==> config.mk <==
export PLATFORM = sky130hd
export DESIGN_NAME = uart_image_loader
export DESIGN_NICKNAME = d
export VERILOG_FILES = /design/src/rtl/image_pkg.sv /design/src/rtl/uart_rx_core.sv /design/src/rtl/uart_image_loader.sv
export SDC_FILE = /design/constraint.sdc
export NUM_CORES = 1
export LEC_CHECK = 0
export CAP_MARGIN = 20
export CELL_PAD_IN_SITES_DETAIL_PLACEMENT = 2
export CELL_PAD_IN_SITES_GLOBAL_PLACEMENT = 2
export CORE_MARGIN = 2
export CORE_UTILIZATION = 32
export DETAILED_ROUTE_END_ITERATION = 6
export PLACE_DENSITY = 0.85
export SLEW_MARGIN = 15
export SYNTH_ARGS = -nofsm -noshare
export SYNTH_HDL_FRONTEND = slang
export SYNTH_HIERARCHICAL = 1
export SYNTH_SLANG_ARGS = --single-unit
export TNS_END_PERCENT = 30
==> constraint.sdc <==
create_clock -name HCLK -period 3 [get_ports HCLK]
set_input_delay 0.6 -clock HCLK [delete_from_list [all_inputs] [get_ports HCLK]]
set_output_delay 0.6 -clock HCLK [all_outputs]
set_load 0.02 [all_outputs]
==> src/rtl/image_pkg.sv <==
// Shared definitions for the image pipeline: receiver FSM states and the
// default frame/UART constants used by the loader, image_read and image_write.
package image_pkg;

  // 50 MHz / 115200 baud
  localparam int unsigned CLKS_PER_BIT_115200 = 434;
  // 768 x 512 pixels x 3 bytes (RGB)
  localparam int unsigned FRAME_BYTES_768x512 = 1179648;
  // Smallest width whose range covers a full frame
  localparam int unsigned IMG_ADDR_WIDTH      = 21;

  typedef enum logic [2:0] {
    ST_IDLE      = 3'd0,
    ST_START     = 3'd1,
    ST_DATA      = 3'd2,
    ST_STOP      = 3'd3,
    ST_WAIT_HIGH = 3'd4
  } rx_state_e;

endpackage

==> src/rtl/uart_rx_core.sv <==
// 8N1 UART receiver (LSB first): 2-FF synchronizer, bit FSM and shift register.
// Ports:
//   HCLK, HRESET : clock, synchronous active-high reset
//   RxD          : asynchronous serial input, idle high
//   rx_valid_c   : one-cycle pulse during the stop-bit sample cycle (good stop)
//   rx_ferr_c    : one-cycle pulse during the stop-bit sample cycle (low stop)
//   rx_byte      : shift register contents, valid alongside rx_valid_c
//   rx_busy      : high whenever the FSM is outside IDLE
module uart_rx_core
  import image_pkg::*;
#(
  parameter int unsigned CLKS_PER_BIT = CLKS_PER_BIT_115200
) (
  input  logic       HCLK,
  input  logic       HRESET,
  input  logic       RxD,
  output logic       rx_valid_c,
  output logic [7:0] rx_byte,
  output logic       rx_ferr_c,
  output logic       rx_busy
);

  localparam int unsigned CNT_W = (CLKS_PER_BIT > 2) ? $clog2(CLKS_PER_BIT) : 1;
  localparam logic [CNT_W-1:0] HALF_LAST = CNT_W'(CLKS_PER_BIT / 2 - 1);
  localparam logic [CNT_W-1:0] BIT_LAST  = CNT_W'(CLKS_PER_BIT - 1);

  logic [1:0]       r_sync;
  rx_state_e        r_state;
  logic [CNT_W-1:0] r_cnt;
  logic [2:0]       r_idx;
  logic [7:0]       r_shift;
  logic             r_busy;

  logic             w_rxs;
  rx_state_e        w_state_nxt;
  logic [CNT_W-1:0] w_cnt_nxt;
  logic [2:0]       w_idx_nxt;
  logic [7:0]       w_shift_nxt;

  assign w_rxs   = r_sync[1];
  assign rx_byte = r_shift;
  assign rx_busy = r_busy;

  // State and datapath registers; synchronizer resets to the idle level
  always_ff @(posedge HCLK) begin
    if (HRESET) begin
      r_sync  <= 2'b11;
      r_state <= ST_IDLE;
      r_cnt   <= '0;
      r_idx   <= '0;
      r_shift <= '0;
      r_busy  <= 1'b0;
    end else begin
      r_sync  <= {r_sync[0], RxD};
      r_state <= w_state_nxt;
      r_cnt   <= w_cnt_nxt;
      r_idx   <= w_idx_nxt;
      r_shift <= w_shift_nxt;
      r_busy  <= (w_state_nxt != ST_IDLE);
    end
  end

  // Next-state logic; every sample is taken at a bit midpoint
  always_comb begin
    w_state_nxt = r_state;
    w_cnt_nxt   = r_cnt;
    w_idx_nxt   = r_idx;
    w_shift_nxt = r_shift;
    rx_valid_c  = 1'b0;
    rx_ferr_c   = 1'b0;
    case (r_state)
      ST_IDLE: begin
        if (!w_rxs) begin
          w_state_nxt = ST_START;
          w_cnt_nxt   = '0;
        end
      end
      ST_START: begin
        if (r_cnt == HALF_LAST) begin
          w_cnt_nxt   = '0;
          w_idx_nxt   = '0;
          // A start bit that is gone by mid-bit is a glitch
          w_state_nxt = w_rxs ? ST_IDLE : ST_DATA;
        end else begin
          w_cnt_nxt = r_cnt + 1'b1;
        end
      end
      ST_DATA: begin
        if (r_cnt == BIT_LAST) begin
          w_cnt_nxt            = '0;
          w_shift_nxt[r_idx]   = w_rxs;
          if (r_idx == 3'd7) begin
            w_state_nxt = ST_STOP;
          end else begin
            w_idx_nxt = r_idx + 3'd1;
          end
        end else begin
          w_cnt_nxt = r_cnt + 1'b1;
        end
      end
      ST_STOP: begin
        if (r_cnt == BIT_LAST) begin
          w_cnt_nxt = '0;
          if (w_rxs) begin
            rx_valid_c  = 1'b1;
            w_state_nxt = ST_IDLE;
          end else begin
            rx_ferr_c   = 1'b1;
            w_state_nxt = ST_WAIT_HIGH;
          end
        end else begin
          w_cnt_nxt = r_cnt + 1'b1;
        end
      end
      ST_WAIT_HIGH: begin
        // Hold off until a break ends so it is not taken as a start bit
        if (w_rxs) begin
          w_state_nxt = ST_IDLE;
        end
      end
      default: begin
        w_state_nxt = ST_IDLE;
      end
    endcase
  end

endmodule

==> src/rtl/uart_image_loader.sv <==
// Receives a raw RGB frame over UART and writes each byte to image memory at a
// sequential address, flagging frame completion and framing errors.
// Ports:
//   HCLK, HRESET   : clock, synchronous active-high reset
//   RxD            : asynchronous serial input, idle high
//   mem_we         : one-cycle write strobe
//   mem_addr       : write address (byte index in frame), qualify with mem_we
//   mem_wdata      : written byte, qualify with mem_we
//   byte_count     : bytes written this frame (saturates at FRAME_BYTES)
//   rx_busy        : receiver is mid-character
//   frame_done     : sticky, full frame written
//   framing_error  : sticky, a stop bit was sampled low
module uart_image_loader
  import image_pkg::*;
#(
  parameter int unsigned CLKS_PER_BIT = CLKS_PER_BIT_115200,
  parameter int unsigned FRAME_BYTES  = FRAME_BYTES_768x512,
  parameter int unsigned ADDR_WIDTH   = IMG_ADDR_WIDTH
) (
  input  logic                  HCLK,
  input  logic                  HRESET,
  input  logic                  RxD,
  output logic                  mem_we,
  output logic [ADDR_WIDTH-1:0] mem_addr,
  output logic [7:0]            mem_wdata,
  output logic [ADDR_WIDTH-1:0] byte_count,
  output logic                  rx_busy,
  output logic                  frame_done,
  output logic                  framing_error
);

  localparam logic [ADDR_WIDTH-1:0] FRAME_LAST = ADDR_WIDTH'(FRAME_BYTES);

  logic                  w_rx_valid;
  logic                  w_rx_ferr;
  logic [7:0]            w_rx_byte;
  logic                  w_full;

  logic                  r_we;
  logic [ADDR_WIDTH-1:0] r_addr;
  logic [7:0]            r_wdata;
  logic [ADDR_WIDTH-1:0] r_count;
  logic                  r_done;
  logic                  r_ferr;

  uart_rx_core #(
    .CLKS_PER_BIT (CLKS_PER_BIT)
  ) u_rx (
    .HCLK       (HCLK),
    .HRESET     (HRESET),
    .RxD        (RxD),
    .rx_valid_c (w_rx_valid),
    .rx_byte    (w_rx_byte),
    .rx_ferr_c  (w_rx_ferr),
    .rx_busy    (rx_busy)
  );

  // Full-width compare so the counter can never wrap past the frame
  assign w_full = (r_count == FRAME_LAST);

  // Write port, byte counter and sticky status flags
  always_ff @(posedge HCLK) begin
    if (HRESET) begin
      r_we    <= 1'b0;
      r_addr  <= '0;
      r_wdata <= '0;
      r_count <= '0;
      r_done  <= 1'b0;
      r_ferr  <= 1'b0;
    end else begin
      r_we   <= 1'b0;
      r_done <= r_done | w_full;
      r_ferr <= r_ferr | w_rx_ferr;
      if (w_rx_valid && !w_full) begin
        r_we    <= 1'b1;
        r_addr  <= r_count;
        r_wdata <= w_rx_byte;
        r_count <= r_count + 1'b1;
      end
    end
  end

  assign mem_we        = r_we;
  assign mem_addr      = r_addr;
  assign mem_wdata     = r_wdata;
  assign byte_count    = r_count;
  assign frame_done    = r_done;
  assign framing_error = r_ferr;

endmodule

==> results_dict.tcl, run 1 <==
set metrics [dict create \
    port_buffers 56 \
    drtIter0Drc 98 \
    worstSetupPathType "reg2reg" \
    grt_pass1_vias 3318 \
    finalNetCount 457 \
    core_area_mm2 0.0107 \
    crit_required_ns 3.24 \
    clock_latency_ns 0.36 \
    grt_max_degree 37 \
    via_per_inst 5.22 \
    antenna_found_initial 0 \
    end_kind "register" \
    synth-seq-area-share_pct 45.1 \
    nFillCells 1202 \
    diodes 0 \
    netlist_instances 388 \
    htree_levels 3 \
    crit_fanout 16 \
    vdd_ir_drop_max_uv 168 \
    cts_buffers 9 \
    clock_path_buffers 2 \
    fp.dieW_um 109 \
    cap_viol_max_count 0 \
    wire_per_inst_um 17.1 \
    start_kind "register" \
    clock-root-buffer "clkbuf_8" \
    drive_gt1_share_pct 9.73 \
    fmax_mhz 370 \
    fin_skew_ns 0.0151 \
    ioPinCount 57 \
    tritoncts "done" \
    cp.arrival_ns 2.95 \
    fp.dieArea_mm2 0.0118 \
    rows 38 \
    start_util_pct 32.6 \
    p_leak_nw 1.67 \
    min_path_type "reg2reg" \
    vias 3089 \
    ctsHoldBuffers 0 \
    clk_pin_slew_ns 0.09 \
    synth_top_area_cell "dfxtp_1" \
    cts_resized 0 \
    fin_crit_sh_pct 90.1 \
    final_area_mm2 0.00441 \
    postCtsSetupBuffers 0 \
    finalSetupTns_ns 0 \
    drtPass1Iterations 6 \
    slew_headroom_pct 56.3 \
    yosysWarnings 6 \
    synth_area_leaders "dfxtp_1, nor2_1, mux2i_1" \
    synth.most_common_cell "dfxtp_1" \
    clock_sinks 79 \
    worst_pin_slew_ns 0.655 \
    synth_edf_count 0 \
    syn_nets 398 \
    rsz0062_at_grt "no" \
    drc 0 \
    dpl.hpwl_um 7060 \
    power.density_mw_per_mm2 429 \
    gp_congestion 0.817 \
    slew_viol_final 0 \
    syn_area_mm2 0.00350 \
    yosys_register_bits 79 \
    hold_violations 0 \
    setup_violations 0 \
    outcome "complete, no violations" \
    routed_wl_um 10100 \
    die_height_um 109 \
    synth_area_per_cell_um2 9.03 \
    area_delta_synth_final_pct 26.0 \
    overflow 0 \
    synth_commonest_cells "dfxtp_1, nor2_1, nand2_1, mux2i_1" \
    grt_pass1_wl_um 16800 \
    async_flop_share_pct 0 \
    track_usage_pct 18.3 \
    finalCriticalPeriod_ns 2.70 \
    synth_cell_types 55 \
    synth_top_area_share_pct 45.1 \
    place_area_mm2 0.00423 \
    synthFlopType "dfxtp_1" \
    ant_nets 0 \
]
cells by family (layout without fill, tap and decap cells):
group / after synthesis / count (layout) / synth area share (%)
compound gates: 53 / 53 / 9.61
simple gates: 183 / 183 / 27.9
flops: 79 / 79 / 45.1
mux: 25 / 25 / 7.18
xor+xnor: 14 / 14 / 3.50
fa+ha+maj: 7 / 7 / 2.50
buf+inv: 27 / 91 / 4.14
sequential cells by signal, indices dropped and copies added, names as in the netlist, 2 cells and up:
name / flops
byte_count: 21
u_rx/r_sync: 2
u_rx/r_cnt: 9
u_rx/rx_byte: 8
u_rx/r_idx: 3
mem_addr: 21
mem_wdata: 8
u_rx/r_state: 3
metal layers:
layer | track usage [%] | up-vias | wire length, um
li1 | - | 1470 | -
met1 | 20.9 | 1553 | 4260
met2 | 33.6 | 52 | 5370
met3 | 3.47 | 14 | 290
met4 | 7.14 | 0 | 218
met5 | 0 | - | 0
worst paths after layout:
kind | end | startpoint | slack, ns | cells after the start
worst max-delay path | byte_count[18]$_SDFFE_PP0P_ | u_rx/r_cnt[0]$_SDFFE_PP0P_ | 0.30 | 11
worst min-delay path | u_rx/r_sync[1]$_SDFF_PP1_ | u_rx/r_sync[0]$_SDFF_PP1_ | 0.42 | 1
worst min register to register | u_rx/r_sync[1]$_SDFF_PP1_ | u_rx/r_sync[0]$_SDFF_PP1_ | 0.42 | 1
worst max register to register | byte_count[18]$_SDFFE_PP0P_ | u_rx/r_cnt[0]$_SDFFE_PP0P_ | 0.30 | 11
critical path, cell delays in order, from the launching register on:
cell      delay, ns
dfxtp_1        0.41
ha_1           0.17
nand4b_1       0.22
or2_4          0.33
nor2_4         0.11
and3_1         0.18
buf_4          0.24
and3_1         0.35
nand2_1        0.13
nor3_1         0.23
xnor2_1        0.16
nor2_1         0.06
area by class of cell:
cell class	count	area, um2	area share [%]
Timing Repair Buffer	66	651	14.7
Sequential cell	79	1580	35.8
Tap cell	140	175	3.97
Inverter	9	33.8	0.765
Multi-Input combinational cell	282	1780	40.4
Clock inverter	6	61.3	1.39
Clock buffer	10	128	2.89
layout by cell type, fill, tap and decap left out, types with 3 or more instances in the layout:
cell type	count
a22oi_1	7
nand4_1	5
or2_2	4
nor2_1	65
xor2_1	8
o21ai_0	9
a22o_1	4
a21o_1	4
or4_1	3
and3_1	4
clkdlybuf4s50_1	55
nand3_1	17
xnor2_1	6
dfxtp_1	79
nor3_1	8
nand3b_1	5
nand2_1	39
inv_1	9
mux2i_1	24
and4_1	4
nand2b_1	3
a21oi_1	17
ha_1	7
clkbuf_8	9
buf_4	9
clkinv_2	3
a31oi_1	3
nor4_1	4
power breakdown:
part	internal [mW]	switching, mW
logic	0.0153	0.0354
registers	1.05	0.00347
clock network	0.382	0.407
total	1.45	0.446
per-stage QoR:
step | instances | hold WS [ns] | total power [mW] | utilization (%) | setup WS, ns
after floorplan | 388 | 0.389 | 1.12 | - | 0.558
after global placement | 575 | 0.395 | 1.13 | 39.1 | 0.360
after detailed placement | 576 | 0.409 | 1.13 | 39.3 | 0.403
after CTS | 592 | 0.426 | 1.93 | 41.1 | 0.297
after global routing | 592 | 0.445 | 1.97 | 41.1 | 0.101
final | 592 | 0.419 | 1.89 | 41.1 | 0.298
(Power assumes the default switching activity.)
==> inputs of run 2 (changes only) <==
Settings changed: ABC_AREA set to 1, CORE_UTILIZATION 32 to 30, GPL_ROUTABILITY_DRIVEN set to 0, PLACE_DENSITY 0.85 to 0.86.
==> run 2 against run 1 <==
  * Total power up 20%
  * Critical path depth is 1 lower
  * Global-route usage up 0.77 points
  * Worst hold slack improved by 0.028 ns
  * Clock skew shrank 0.0081 ns
  * Combinational power is 37% higher
  * Register-to-register slack gained 0.24 ns
  * Core utilization fell by 3.1 points
  * Routed wire length rose by 28%
  * Via count is 25% higher
  * Flip-flop and latch count stayed put
  * Largest cell class unchanged
  * Largest power group is now the clock network
==> results_dict.tcl, run 2 <==
set metrics [dict create \
    cp.arrival_ns 2.74 \
    holdWs_ns 0.446 \
    clock-root-buffer "clkbuf_16" \
    seqPwrFrac_pct 46.3 \
    finalSetupTns_ns 0 \
    worstReg2RegEnd "mem_wdata[0]$_SDFFE_PP0P_" \
    tritoncts "done" \
    port_buffers 56 \
    end_kind "register" \
    mostFrequentLayoutCells "nor2_1, nand2_1, dfxtp_1" \
    rsz0062_at_grt "no" \
    async_flop_share_pct 0 \
    cp-endpoint "mem_wdata[0]$_SDFFE_PP0P_" \
    slew_headroom_pct 42.0 \
    path_cells "ha_1, nand2_1, nor2_2, nand2_4, nor4_1, nand2_4, inv_2, buf_4, nor2_1, nor2_1" \
    grt_max_degree 48 \
    diodes 0 \
    pwr-share-clk_pct 50.6 \
    power.switching_uw 498 \
    rows 42 \
    drtPass1Iterations 4 \
    ctsHoldBuffers 0 \
    track_usage_pct 19.1 \
    synth_area_leaders "dfxtp_1, nor2_1, nand2_1" \
    grt_pass1_wl_um 21500 \
    p_leak_nw 1.87 \
    drtIter0Drc 112 \
    p_int_mw 1.78 \
    clock_sinks 79 \
    power.density_mw_per_mm2 458 \
    cts_buffers 9 \
    finish.utilization_pct 38.0 \
    synth.most_common_cell "nor2_1" \
    r2r_start "u_rx/r_cnt[0]$_SDFFE_PP0P_" \
    cap_viol_max_count 0 \
    synth_area_per_cell_um2 7.02 \
    vdd_ir_drop_max_uv 246 \
    synth_top_area_share_pct 39.5 \
    worstSetupPathType "reg2reg" \
    fp.dieW_um 120 \
    synth-seq-area-share_pct 39.5 \
    netlist_instances 570 \
    wire_per_inst_um 16.1 \
    start_kind "register" \
    antenna_found_initial 0 \
    grt_pass1_vias 4279 \
    fmax_mhz 406 \
    outcome "complete, no violations" \
    finalNetCount 632 \
    synth_commonest_cells "nor2_1, nand2_1, dfxtp_1, inv_1" \
    start_util_pct 30.5 \
    hold_violations 0 \
    htree_levels 3 \
    cp_slowest_cell "nor4_1" \
    clock_path_buffers 2 \
    dpl.hpwl_um 9540 \
    fin_crit_sh_pct 82.2 \
    slew_viol_final 0 \
    area_delta_synth_final_pct 24.5 \
    worst_pin_slew_ns 0.868 \
    p_sw_share_pct 21.8 \
    postCtsSetupBuffers 0 \
    fp.dieArea_mm2 0.0143 \
    finalCriticalPeriod_ns 2.47 \
    fin_skew_ns 0.00702 \
    clk_pin_slew_ns 0.06 \
    overflow 0 \
    crit_required_ns 3.27 \
    core_area_mm2 0.0131 \
    r2r_slack_ns 0.53 \
    combPwrFrac_pct 3.1 \
    routed_wl_um 12900 \
    cts_resized 0 \
    synth_edf_count 0 \
    yosysWarnings 6 \
    yosys_register_bits 79 \
    setup_violations 0 \
    via_per_inst 4.82 \
    drc 0 \
    clock_latency_ns 0.35 \
    ant_nets 0 \
    syn_area_mm2 0.00400 \
    synth_top_area_cell "dfxtp_1" \
    ff2ff_path_depth 10 \
    die_height_um 120 \
    synth_cell_types 34 \
    vias 3873 \
    synthFlopType "dfxtp_1" \
    final_common_cell "nor2_1" \
    ioPinCount 57 \
    syn_nets 580 \
    finalPower_mw 2.28 \
    max_stage_delay_ns 0.47 \
    min_path_type "reg2reg" \
    drive_gt1_share_pct 11.2 \
    crit_fanout 23 \
    cp-startpoint "u_rx/r_cnt[0]$_SDFFE_PP0P_" \
]
[run 2: changes by cell type after synthesis, moves of 7 or more]
cell	previous run	this run
o21ai_0	9	36
mux2i_1	24	0
nand3_1	17	36
nand2_1	39	117
a21oi_2	0	15
nand2_2	0	12
a22oi_1	7	0
inv_1	9	48
nor2_1	65	130
a21oi_1	17	10
[run 2: through the flow]
stage | worst slack, ns | instance area (um2) | cells
global placement | 0.666 | 4680 | 787
global route | 0.304 | 4990 | 803
floorplan | 1.12 | 4000 | 570
detailed placement | 0.501 | 4680 | 787
CTS | 0.476 | 4990 | 803
finish | 0.534 | 4990 | 803
[run 2: power groups by stage]
stage	combinational [mW]	clock (mW)	sequential [mW]
after floorplan	0.0456	0	1.08
after global placement	0.0664	0	1.08
after detailed placement	0.0702	0	1.08
after CTS	0.0713	1.18	1.06
after global routing	0.0779	1.23	1.06
final	0.0697	1.16	1.06
[run 2: critical path, delay by kind of cell, from the launching register on]
family                   cells  cell delay (ns)
adder cells (fa/ha/maj)      1             0.20
buffers and inverters        2             0.64
flip-flops                   1             0.42
AND/OR/NAND/NOR              7             1.12
[run 2: worst min-delay path by stage]
| stage | depth (start not counted) | slack (ns) | to | from |
|---|---|---|---|---|
| finish | 1 | 0.45 | u_rx/r_sync[1]$_SDFF_PP1_ | u_rx/r_sync[0]$_SDFF_PP1_ |
| global route | 1 | 0.45 | u_rx/r_sync[1]$_SDFF_PP1_ | u_rx/r_sync[0]$_SDFF_PP1_ |
| CTS | 1 | 0.43 | u_rx/r_sync[1]$_SDFF_PP1_ | u_rx/r_sync[0]$_SDFF_PP1_ |
| detailed placement | 1 | 0.42 | u_rx/r_sync[1]$_SDFF_PP1_ | u_rx/r_sync[0]$_SDFF_PP1_ |
| global placement | 1 | 0.39 | u_rx/r_sync[1]$_SDFF_PP1_ | u_rx/r_sync[0]$_SDFF_PP1_ |
| floorplan | 1 | 0.39 | u_rx/r_sync[1]$_SDFF_PP1_ | u_rx/r_sync[0]$_SDFF_PP1_ |
[run 2: cell type report]
type                       count  area [um2]
inverter                      54         203
tap                          176         220
timing repair buffer          63         613
multi-input combinational    415        2060
clock inverter                 3        40.0
clock buffer                  13         270
fill                        1587        8150
sequential                    79        1580
[run 2: logic make-up after synthesis]
family                     share of synthesized area (%)
xor gates and xnor gates                            3.50
adders and majority gates                           2.19
DFF                                                 39.5
AOI/OAI and AO/OA                                   10.2
buffers and inverters                               9.09
and+or+nand+nor                                     35.5
[run 2: layer usage]
| layer | share of wire, % | routed length (um) | global-route usage (%) | up-vias |
|---|---|---|---|---|
| li1 | - | - | - | 1897 |
| met1 | 40 | 5200 | 20.5 | 1909 |
| met2 | 55 | 7170 | 36.9 | 48 |
| met3 | 2.4 | 308 | 2.80 | 19 |
| met4 | 2.1 | 267 | 8.01 | 0 |
| met5 | 0 | 0 | 0 | - |
